===== config.mk =====
export PLATFORM = sky130hd
export DESIGN_NAME = booth_mult_r4_seq
export DESIGN_NICKNAME = d
export VERILOG_FILES = /design/src/rtl/booth_mult_r4_seq.sv
export SDC_FILE = /design/constraint.sdc
export NUM_CORES = 1
export LEC_CHECK = 0
export CELL_PAD_IN_SITES_DETAIL_PLACEMENT = 2
export CELL_PAD_IN_SITES_GLOBAL_PLACEMENT = 2
export CORE_UTILIZATION = 33
export CTS_BUF_LIST = sky130_fd_sc_hd__clkbuf_2
export DETAILED_ROUTE_END_ITERATION = 16
export GPL_TIMING_DRIVEN = 0
export PLACE_DENSITY = 0.77
export SETUP_SLACK_MARGIN = 0.05
export SYNTH_ARGS = -nofsm -noshare
export SYNTH_HDL_FRONTEND = slang
export SYNTH_SLANG_ARGS = --single-unit

===== constraint.sdc =====
create_clock -name clk -period 5.1 [get_ports clk]
set_clock_uncertainty 0.1 [all_clocks]
set_input_delay 1.02 -clock clk [delete_from_list [all_inputs] [get_ports clk]]
set_output_delay 1.02 -clock clk [all_outputs]
set_load 0.02 [all_outputs]

===== src/rtl/booth_mult_r4_seq.sv =====
// booth_mult_r4_seq: sequential radix-4 Booth multiplier, one digit per clock
// Ports:
//   clk         rising-edge clock
//   reset       asynchronous active-low reset
//   start       begin a multiply (accepted in IDLE or DONE, ignored while busy)
//   signed_mode 1 = two's-complement operands, 0 = unsigned; captured with start
//   md, mr      multiplicand / multiplier (N bits), captured with start
//   busy        high while digits are being retired
//   done        one-cycle pulse when product is updated
//   product     2N-bit result of the last completed multiply, held until the next
module booth_mult_r4_seq #(
  parameter int N = 8
) (
  input  logic           clk,
  input  logic           reset,
  input  logic           start,
  input  logic           signed_mode,
  input  logic [N-1:0]   md,
  input  logic [N-1:0]   mr,
  output logic           busy,
  output logic           done,
  output logic [2*N-1:0] product
);
  localparam int D  = N/2 + 1;
  localparam int A  = 2*N + 4;
  localparam int CW = $clog2(D + 1);
  typedef enum logic [1:0] {IDLE, CALC, DONE} state_t;
  state_t                state;
  logic signed [N+1:0]   md_x;
  // Extended multiplier with the implicit zero appended below its LSB
  logic        [N+2:0]   mr_z;
  logic signed [A-1:0]   acc;
  logic        [CW-1:0]  cnt;
  logic        [2:0]     win;
  logic signed [A-1:0]   mdw;
  logic signed [A-1:0]   mag;
  logic signed [A-1:0]   pp;
  logic signed [A-1:0]   acc_nx;
  logic                  last;
  always_comb begin
    win    = 3'(mr_z >> {cnt, 1'b0});
    mdw    = A'(md_x);
    mag    = (win == 3'b011 || win == 3'b100) ? mdw <<< 1 :
             (win == 3'b000 || win == 3'b111) ? '0 : mdw;
    pp     = win[2] ? ~mag + A'(1) : mag;
    acc_nx = acc + (pp <<< {cnt, 1'b0});
    last   = cnt == CW'(D - 1);
  end
  always_ff @(posedge clk or negedge reset) begin
    if (!reset) begin
      state   <= IDLE;
      busy    <= 1'b0;
      done    <= 1'b0;
      product <= '0;
      md_x    <= '0;
      mr_z    <= '0;
      acc     <= '0;
      cnt     <= '0;
    end else begin
      case (state)
        CALC: begin
          acc <= acc_nx;
          cnt <= cnt + CW'(1);
          if (last) begin
            state   <= DONE;
            busy    <= 1'b0;
            done    <= 1'b1;
            product <= acc_nx[2*N-1:0];
          end
        end
        default: begin
          done <= 1'b0;
          if (start) begin
            md_x  <= signed_mode ? {{2{md[N-1]}}, md} : {2'b00, md};
            mr_z  <= {(signed_mode ? {2{mr[N-1]}} : 2'b00), mr, 1'b0};
            acc   <= '0;
            cnt   <= '0;
            state <= CALC;
            busy  <= 1'b1;
          end else begin
            state <= IDLE;
            busy  <= 1'b0;
          end
        end
      endcase
    end
  end
endmodule

==> qor.txt <==
Num CTS Buffers: 5
Chip Height: 116 um
Syn avg cell area: 8.49 sq um
Full die area: 0.0134 sq mm
H-tree Lvls: 2
GPL Wtd Cong: 0.864
Clk slew on worst S/H paths: 0.32 ns
DRC viols: 0
Vias in the first global route: 4830
Max Cap Viol: 0
CTS Sinks: 55
Register area share after synthesis: 0.323
Net count after synthesis: 541
Initial antenna violation count: 1
Post-Synth XOR/XNOR Area: 0.0329
Vias: 4700
Synth Area in Adders: 0.0575
All-Layer GR Usage: 0.277
Initial Util: 0.338
Site Rows: 41
Synth Cell Area: 0.00426 sq mm
CP Launch Type: register
Fin area: 0.00587 sq mm
Failing checks: setup timing
Endpoints failing hold: 0
Least-Margin Pin Slew: 0.731 ns
Relative slew slack: 0.512
PnR worst setup slack: -0.347 ns
Yosys top cell area share: 0.323
# nets final: 640
Simple-Gate Fraction of Synth Area: 0.185
CTS tree: yes
CTS root buffer: clkbuf_2
Post-synth top flop: dfrtp_1
Yosys cell types: 73
CP Max Fanout: 8
Pins Over Slew Limit: 0
IO buf count: 37
RSZ-0062 raised after global routing: yes
Post-Route WL: 19.7 mm
Hold WC Path Type: input pin to asynchronous set/reset pin
Largest family of logic cells by synthesized area: compound AO/OA/AOI/OAI gates
Layout cell share with drive strength beyond 1: 0.277
Mux cell area share after synthesis: 0.0757
CP arrival: 5.86 ns
Post-layout minimum cycle time: 5.45 ns
DR vias/cell: 6.06
Clock buffer depth: 2
R2R depth: 26
DR pass1 iterations: 4
Post-synth EDFFs: 0
Status: complete, but fails checks
Seq cells post-synth: 55
Placeable Area: 0.0126 sq mm
Clk_lat worst skew: 0.55 ns
Gr ovfl total: 0
Most frequent cells in the layout: nand2_1 (54), dfrtp_1 (54), buf_4 (52), o21ai_0 (42), clkdlybuf4s50_1 (36)
Io pins: 38
Synth async-reset ratio: 1.00
Peak Freq: 184 MHz
Critical Path RT: 5.51 ns
Largest net degree at the start of global routing: 38
Post-DRT Antenna Nets: 0
Layout area overhead: 37.6%
DPL Wire Length: 11.6 mm
First-pass GRT wire length: 28.0 mm
Cts hold-fix bufs: 0
Synth Area in Compound Gates: 0.276
Crit. End Element: register
Routed wire length per instance: 25.5 um
Synth Warn #: 0
Final-report setup violation count: 12
Tcrit/Tclk final: 1.07
Die width: 116 um
DRT iter0 DRCs: 296
Kind of critical path: register to register
Placed inst area: 0.00492 sq mm
Synth area leaders: dfrtp_1 (32%), o21ai_0 (6.9%), ha_1 (5.3%), nand2_1 (5.1%), mux2_2 (4.2%)
Mapped Cells: 502
Synth area leader: dfrtp_1
-- cells by family (layout without fill, tap and decap cells) --
logic type / Yosys count / in the layout
buffers and inverters: 49 / 149
AO/OA/AOI/OAI: 173 / 173
XOR/XNOR: 16 / 16
other: 0 / 1
flip-flops: 55 / 55
adder cells (fa/ha/maj): 19 / 19
AND/OR/NAND/NOR: 161 / 161
multiplexers: 29 / 29
-- metal layers --
| layer | wire, um | vias to the layer above | track usage |
|---|---|---|---|
| li1 | - | 2042 | - |
| met4 | 741 | 0 | 0.104 |
| met1 | 8460 | 2414 | 0.371 |
| met3 | 1070 | 56 | 0.0366 |
| met5 | 0 | - | 0 |
| met2 | 9480 | 188 | 0.455 |
-- sequential cells by signal, indices dropped and copies added, names as in the netlist --
name	count
mr_z	9
done	1
state	1
acc	16
md_x	9
product	16
cnt	3
-- worst max-delay path, cell delays in order, from the launching register on --
cell       delay, ns
dfrtp_1         0.47
buf_6           0.16
buf_4           0.14
a21oi_2         0.22
a211o_1         0.24
a211oi_4        0.10
or2_4           0.26
buf_8           0.14
a22oi_2         0.20
ha_4            0.19
inv_2           0.04
a221o_2         0.34
or4_1           0.40
a21o_1          0.25
nand2_2         0.13
a31oi_2         0.11
o22ai_2         0.27
ha_4            0.25
a21o_1          0.20
a21oi_2         0.16
o21ai_2         0.08
a21oi_2         0.18
o2bb2ai_2       0.15
o21ai_2         0.10
nand3_1         0.10
nor3b_4         0.21
mux2i_1         0.22
-- cell usage after synthesis, drive strengths merged, types with 7 or more instances --
master,n
xor2,8
o211ai,8
nand2,58
mux2i,12
xnor2,8
a22oi,7
a211oi,12
mux2,17
nand3b,15
o21ai,61
buf,10
clkbuf,22
nand3,9
inv,16
nor2,33
nor3,11
ha,18
a21oi,26
dfrtp,55
-- area by class of cell --
type | count | area [sq um]
Buffer | 30 | 163
Sequential cell | 55 | 1380
Multi-Input combinational cell | 398 | 3170
Clock buffer | 7 | 35.0
Tap cell | 172 | 215
Antenna cell | 1 | 2.50
Timing Repair Buffer | 94 | 828
Clock inverter | 1 | 8.76
Fill cell | 1376 | 6750
Inverter | 17 | 63.8
-- through the flow --
step                utilization  setup TNS, ns  hold WS (ns)  setup slack, ns  instances
CTS                       0.446         -0.870         0.300           -0.224        757
floorplan                     -              0         0.370           0.0633        502
global route              0.465          -5.03         0.295           -0.522        775
global placement          0.388         -11.03         0.365           -0.996        711
finish                    0.465          -3.24         0.295           -0.347        775
detailed placement        0.390         -15.34         0.374            -1.19        712
-- what timing repair did --
item / CTS / global route
gates resized for setup: 87 / 22
setup buffers: 42 / 18
pin swaps: 35 / 30
setup endpoints to repair: 24 / 16
-- final timing paths --
kind	startpoint	end	slack, ns
min reg2reg	product[6]$_DFFE_PN0P_	product[6]$_DFFE_PN0P_	0.43
min	reset	acc[12]$_DFFE_PN0P_	0.29
max in group asynchronous	reset	cnt[1]$_DFFE_PN0P_	3.97
max	cnt[0]$_DFFE_PN0P_	acc[15]$_DFFE_PN0P_	-0.35
max reg2reg	cnt[0]$_DFFE_PN0P_	acc[15]$_DFFE_PN0P_	-0.35
min in group clk	product[6]$_DFFE_PN0P_	product[6]$_DFFE_PN0P_	0.43
Power is left out: the tool's default activity adds up to more than one toggle a clock period on the data nets, which glitch-free logic cannot reach.
